**src/rtl/pulse_width_counter_mc.sv**
```systemverilog
// Multi-channel pulse-width counter: per-channel high/low phase
// measurement in prescaled ticks, results arbitrated onto one stream.
module pulse_width_counter_mc #(
    parameter int CH    = 2,
    parameter int W     = 23,
    parameter int SYNC  = 3,
    parameter int PRESC = 3,
    localparam int CW   = (CH > 1) ? $clog2(CH) : 1
) (
    input  logic              clk_12mhz,
    input  logic              reset,
    input  logic [CH-1:0]     cnt,
    input  logic [CH-1:0]     en,
    input  logic              mode,
    output logic [CH*W-1:0]   count_p,
    output logic [CH*W-1:0]   count_m,
    output logic [W:0]        out_data,
    output logic [CW-1:0]     out_ch,
    output logic              out_valid,
    input  logic              out_ready,
    output logic [CH-1:0]     overrun,
    input  logic              clr_overrun
);

    localparam int PW = (PRESC > 1) ? $clog2(PRESC) : 1;
    localparam int AW = $clog2(SYNC + 1);

    logic [PW-1:0]         presc;
    logic                  tick;
    logic [AW-1:0]         arm_cnt;
    logic                  armed;
    logic [CH-1:0]         pending;
    logic [CH-1:0]         unload;
    logic [CH*(W+1)-1:0]   res_flat;
    logic [CW-1:0]         rr_ptr;
    logic [CW-1:0]         grant_ch;
    logic                  grant_any;
    logic                  load;
    logic [W:0]            sel_res;

    assign tick  = (presc == PW'(PRESC - 1));
    assign armed = (arm_cnt == AW'(SYNC));
    assign load  = !out_valid || out_ready;

    // Free-running tick prescaler
    always_ff @(posedge clk_12mhz or negedge reset) begin
        if (!reset) begin
            presc <= '0;
        end else if (tick) begin
            presc <= '0;
        end else begin
            presc <= presc + 1'b1;
        end
    end

    // Hold off edge detection until the synchronisers hold real samples
    always_ff @(posedge clk_12mhz or negedge reset) begin
        if (!reset) begin
            arm_cnt <= '0;
        end else if (!armed) begin
            arm_cnt <= arm_cnt + 1'b1;
        end
    end

    for (genvar i = 0; i < CH; i++) begin : g_ch
        logic [SYNC-1:0] sq;
        logic [W-1:0]    p_cnt;
        logic [W-1:0]    m_cnt;
        logic [W-1:0]    cp;
        logic [W-1:0]    cm;
        logic [W:0]      res;
        logic            pend_q;
        logic            ovr_q;
        logic            rise;
        logic            fall;
        logic            inc;
        logic [W:0]      result;

        assign rise = armed && (sq[SYNC-1:SYNC-2] == 2'b01);
        assign fall = armed && (sq[SYNC-1:SYNC-2] == 2'b10);
        assign inc  = tick && en[i];

        assign result = mode ? {1'b0, p_cnt}
                             : ({1'b0, p_cnt} - {1'b0, cm});

        // Input synchroniser shift register
        always_ff @(posedge clk_12mhz or negedge reset) begin
            if (!reset) begin
                sq <= '0;
            end else begin
                sq <= {sq[SYNC-2:0], cnt[i]};
            end
        end

        // Phase counters with edge latching and saturation
        always_ff @(posedge clk_12mhz or negedge reset) begin
            if (!reset) begin
                p_cnt <= '0;
                m_cnt <= '0;
                cp    <= '0;
                cm    <= '0;
            end else if (rise) begin
                cm    <= m_cnt;
                m_cnt <= '0;
                p_cnt <= {{(W-1){1'b0}}, inc};
            end else if (fall) begin
                cp    <= p_cnt;
                p_cnt <= '0;
                m_cnt <= {{(W-1){1'b0}}, inc};
            end else if (inc) begin
                if (sq[SYNC-1]) begin
                    if (p_cnt != '1) p_cnt <= p_cnt + 1'b1;
                end else begin
                    if (m_cnt != '1) m_cnt <= m_cnt + 1'b1;
                end
            end
        end

        // Per-period result slot, pending flag and sticky overrun
        always_ff @(posedge clk_12mhz or negedge reset) begin
            if (!reset) begin
                res    <= '0;
                pend_q <= 1'b0;
                ovr_q  <= 1'b0;
            end else begin
                if (fall) begin
                    res    <= result;
                    pend_q <= 1'b1;
                end else if (unload[i]) begin
                    pend_q <= 1'b0;
                end
                if (fall && pend_q && !unload[i]) begin
                    ovr_q <= 1'b1;
                end else if (clr_overrun) begin
                    ovr_q <= 1'b0;
                end
            end
        end

        assign pending[i]              = pend_q;
        assign overrun[i]              = ovr_q;
        assign count_p[i*W +: W]       = cp;
        assign count_m[i*W +: W]       = cm;
        assign res_flat[i*(W+1) +: W+1] = res;
    end

    // Round-robin search starting at the pointer
    always_comb begin
        logic [CW:0] sum;
        grant_any = 1'b0;
        grant_ch  = '0;
        sum       = '0;
        for (int k = 0; k < CH; k++) begin
            sum = {1'b0, rr_ptr} + (CW+1)'(k);
            if (sum >= (CW+1)'(CH)) sum = sum - (CW+1)'(CH);
            if (!grant_any && pending[sum[CW-1:0]]) begin
                grant_any = 1'b1;
                grant_ch  = sum[CW-1:0];
            end
        end
    end

    // Unload strobe and result mux for the granted channel
    always_comb begin
        unload  = '0;
        sel_res = '0;
        for (int j = 0; j < CH; j++) begin
            if (grant_ch == CW'(j)) begin
                sel_res = res_flat[j*(W+1) +: W+1];
                unload[j] = load && grant_any;
            end
        end
    end

    // Output register and round-robin pointer
    always_ff @(posedge clk_12mhz or negedge reset) begin
        if (!reset) begin
            out_data  <= '0;
            out_ch    <= '0;
            out_valid <= 1'b0;
            rr_ptr    <= '0;
        end else if (load) begin
            if (grant_any) begin
                out_data  <= sel_res;
                out_ch    <= grant_ch;
                out_valid <= 1'b1;
                rr_ptr    <= (grant_ch == CW'(CH - 1)) ? '0
                                                       : grant_ch + 1'b1;
            end else begin
                out_valid <= 1'b0;
            end
        end
    end

endmodule

```
**config.mk**
```make
export PLATFORM = sky130hd
export DESIGN_NAME = pulse_width_counter_mc
export DESIGN_NICKNAME = d
export VERILOG_FILES = /design/src/rtl/pulse_width_counter_mc.sv
export SDC_FILE = /design/constraint.sdc
export NUM_CORES = 1
export LEC_CHECK = 0
export ABC_AREA = 1
export ABC_CLOCK_PERIOD_IN_PS = 3400
export CAP_MARGIN = 15
export CORE_ASPECT_RATIO = 1.4
export CORE_MARGIN = 1
export CORE_UTILIZATION = 40
export CTS_CLUSTER_SIZE = 14
export DETAILED_ROUTE_END_ITERATION = 7
export PLACE_DENSITY = 0.58
export SKIP_LAST_GASP = 1
export SLEW_MARGIN = 10
export SYNTH_ARGS = -nofsm -noshare
export SYNTH_HDL_FRONTEND = slang
export SYNTH_SLANG_ARGS = --single-unit
```
**constraint.sdc**
```tcl
create_clock -name clk_12mhz -period 3.4 [get_ports clk_12mhz]
set_input_delay 0.34 -clock clk_12mhz [delete_from_list [all_inputs] [get_ports clk_12mhz]]
set_output_delay 0.34 -clock clk_12mhz [all_outputs]
set_load 0.005 [all_outputs]
```
==> flow_metrics.py <==
metrics = {
    "detailed_routing": {
        "dr.pass1.iters": 7,
        "vias": 15693,
        "vias_per_cell": 5.154,
        "wirelength_mm": 54.92,
        "ant_nets": 0,
        "drc": 0,
        "routedWlPerCell_um": 18.04,
        "first_iter_violations": 1024,
    },
    "worst_setup_path": {
        "crit_path_start_kind": "flip-flop",
        "critPathMaxFanout": 18,
        "worstPathArrival_ns": 3.10,
        "end_kind": "flip-flop",
        "cp.required_ns": 3.87,
        "rr_worst_depth": 13,
        "rrSetupSlack_ns": 0.77,
        "reg2reg_from": "arm_cnt[0]",
        "worstReg2RegEnd": "g_ch[0].p_cnt[20]",
        "path_class": "flip-flop to flip-flop",
    },
    "sta": {
        "slew_headroom_pct": 35.57,
        "slew_violations": 0,
        "finalHoldViolations": 0,
        "setup_tns_ns": 0,
        "setup_viol": 0,
        "fin_hold_ws_ns": 0.1978,
        "max_freq_mhz": 380.8,
        "rsz0062_at_grt": "false",
        "fin_worst_skew_ns": 0.01733,
        "period_share_pct": 77.23,
        "tightest_slew_ns": 0.9664,
        "period_minus_slack_ns": 2.626,
    },
    "global_routing": {
        "grt_overflow": 0,
        "grt_pass1_vias": 15381,
        "grt_use_total_pct": 26.33,
        "grt_pass1_wl_mm": 86.62,
        "grt_max_degree": 96,
        "antenna_found_initial": 0,
    },
    "yosys": {
        "synth_area_leaders": "dfrtp_1 (41%), nand2_1 (17%), inv_1 (8.4%)",
        "synth_compound_area_share_pct": 10.62,
        "synthSimpleGateAreaFrac_pct": 31.37,
        "ys.flop_type": "dfrtp_1",
        "synth_top_family_by_area": "simple AND/OR/NAND/NOR gates",
        "synth-seq-area-share_pct": 41.32,
        "yosys.area.top_type": "dfrtp_1",
        "synthMuxAreaShare_pct": 0,
        "ys_top_cells_by_count": "nand2_1 (749), inv_1 (371), dfrtp_1 (273)",
        "synth_top_area_share_pct": 41.32,
        "synth_cell_types": 42,
        "synth_edf_count": 0,
        "yosys_warnings": 0,
        "avgSynthCellArea_um2": 6.944,
        "async_flop_share_pct": 100.0,
        "synthXorXnorAreaFrac_pct": 2.013,
        "ys_seq_elements": 273,
        "syn_inst": 2381,
        "synthAdderAreaFrac_pct": 4.101,
        "synth_nets": 2443,
        "synth_area_um2": 16530,
        "synth.most_common_cell": "nand2_1",
    },
    "clocking": {
        "cts_tree": "built",
        "clockBufferDepth": 3,
        "clk_pin_slew_ns": 0.07,
        "cts.sinks": 273,
        "h-tree-depth": 1,
        "root_buffer": "clkbuf_16",
        "cts_buffers": 29,
        "clk_latency_ns": 0.59,
    },
    "die": {
        "boundaryPins": 129,
        "core_area_um2": 40490,
        "dieArea_um2": 42170,
        "rows": 87,
        "die_y_um": 242.6,
        "die_w_um": 173.8,
        "initial_core_util_pct": 40.83,
    },
    "layout": {
        "fin_area_um2": 19380,
        "area_delta_synth_final_pct": 17.22,
        "diodes": 0,
        "layout.cells.non_filler": 3045,
        "drive_above_1_share_pct": 3.982,
        "nNetsFinal": 2551,
    },
    "pwr": {
        "ir_drop_uv": 402.2,
        "p_leak_uw": 0.009403,
        "power_density_nw_per_um2": 530.5,
        "p_total_uw": 10280,
    },
    "job": {
        "maxCapViolations": 0,
    },
    "placed_design": {
        "gp_congestion": 0.9507,
        "hpwl_mm": 41.96,
        "io_buffers": 128,
        "placed_area_um2": 18390,
        "dp_cells": 2991,
    },
    "hold_path": {
        "worstHoldStart": "cnt[0]",
        "hold_depth": 1,
        "hold_path_end": "g_ch[0].sq[0]",
        "hold_class": "input pin to flip-flop",
    },
    "status": {
        "outcome": "completed",
    },
}
[worst max path at each step]
stage | startpoint | to | slack, ns | depth (start not counted)
after global placement | arm_cnt[0] | g_ch[0].p_cnt[20] | 0.82 | 13
after floorplan | g_ch[1].p_cnt[0] | g_ch[1].res[12] | 1.49 | 14
final | arm_cnt[0] | g_ch[0].p_cnt[20] | 0.77 | 13
after global routing | arm_cnt[0] | g_ch[0].p_cnt[10] | 0.55 | 12
after CTS | arm_cnt[0] | g_ch[0].p_cnt[20] | 0.76 | 13
after detailed placement | arm_cnt[0] | g_ch[0].p_cnt[20] | 0.78 | 13
[logic make-up (layout without fill, tap and decap cells)]
family,Yosys count,after routing
simple gates,1236,1236
buf+inv,454,584
flops,273,273
fa+ha+maj,53,53
xor+xnor,38,38
compound gates,327,327
[sequential cells by signal (all words and copies together) (netlist names)]
register and count:
g_ch.m_cnt 46, g_ch.res 48, rr_ptr 1, g_ch.sq 6
arm_cnt 2, g_ch.p_cnt 46, g_ch.cp 46, presc 2
out_valid 1, g_ch.pend_q 2, out_ch 1, out_data 24
g_ch.ovr_q 2, g_ch.cm 46
[per-stage QoR]
step                      utilization, %  setup slack, ns
after detailed placement           45.40           0.7790
after floorplan                        -            1.487
after global placement             45.40           0.8243
final                              47.86           0.7741
after CTS                          47.86           0.7592
after global routing               47.86           0.5488
[placed cells by master (no fill, tap or decap), drive strengths merged]
master           n
nand2          753
inv            379
dfrtp          273
o21ai          205
nand3          196
nor2           167
clkdlybuf4s50  126
a21oi           82
nor3            55
ha              51
nand4           44
clkbuf          40
xor2            35
buf             24
o221ai          11
o22ai           10
nor4             9
o211ai           8
clkinv           8
a22oi            6
nor3b            4
clkinvlp         4
nand3b           4
a21boi           3
or2              3
xnor2            3
o32ai            2
fa               2
bufinv           2
and3             1
dlygate4sd3      1
[worst max-delay path: stages (launching register included)]
cell and delay (ns):
dfrtp_1 0.38, ha_1 0.40, nand3b_4 0.24, nand2_2 0.13, inv_2 0.04, nand2_2 0.09
inv_1 0.05, nor2_1 0.14, nand2_1 0.08, nand2_1 0.48, buf_4 0.27, nand3_1 0.07
nand2_1 0.08, nor2_1 0.04
[power by group]
part	internal, uW	leakage [uW]	total [uW]	switching [uW]
combinational	1150	0.00528	2990	1840
sequential	3670	0.00364	3990	322
clock	1900	0.000481	3300	1410
total	6710	0.00940	10300	3570
[final cells by class]
type / instances / area [um2]
fill: 4158 / 21110
clock buffer: 40 / 847.1
tap: 534 / 668.1
clock inverter: 13 / 140.1
timing repair buffer: 151 / 1494
inverter: 380 / 1429
sequential: 273 / 6832
multi-input combinational: 1654 / 7973
[what timing repair did]
item	4_1_cts	5_1_grt
endpoints found under the hold margin	75	0
setup buffers	0	0
hold buffers	1	0
gates resized for setup	0	0
[per-layer routing]
metal / GRT usage [%] / share of wire (%) / vias to the layer above / wire, um
li1: - / - / 7813 / -
met1: 30.64 / 40 / 7402 / 21820
met2: 48.54 / 52 / 377 / 28480
met3: 2.291 / 3.6 / 101 / 1957
met4: 11.95 / 4.8 / 0 / 2655
met5: 0 / 0 / - / 0
(Power assumes the default switching activity.)
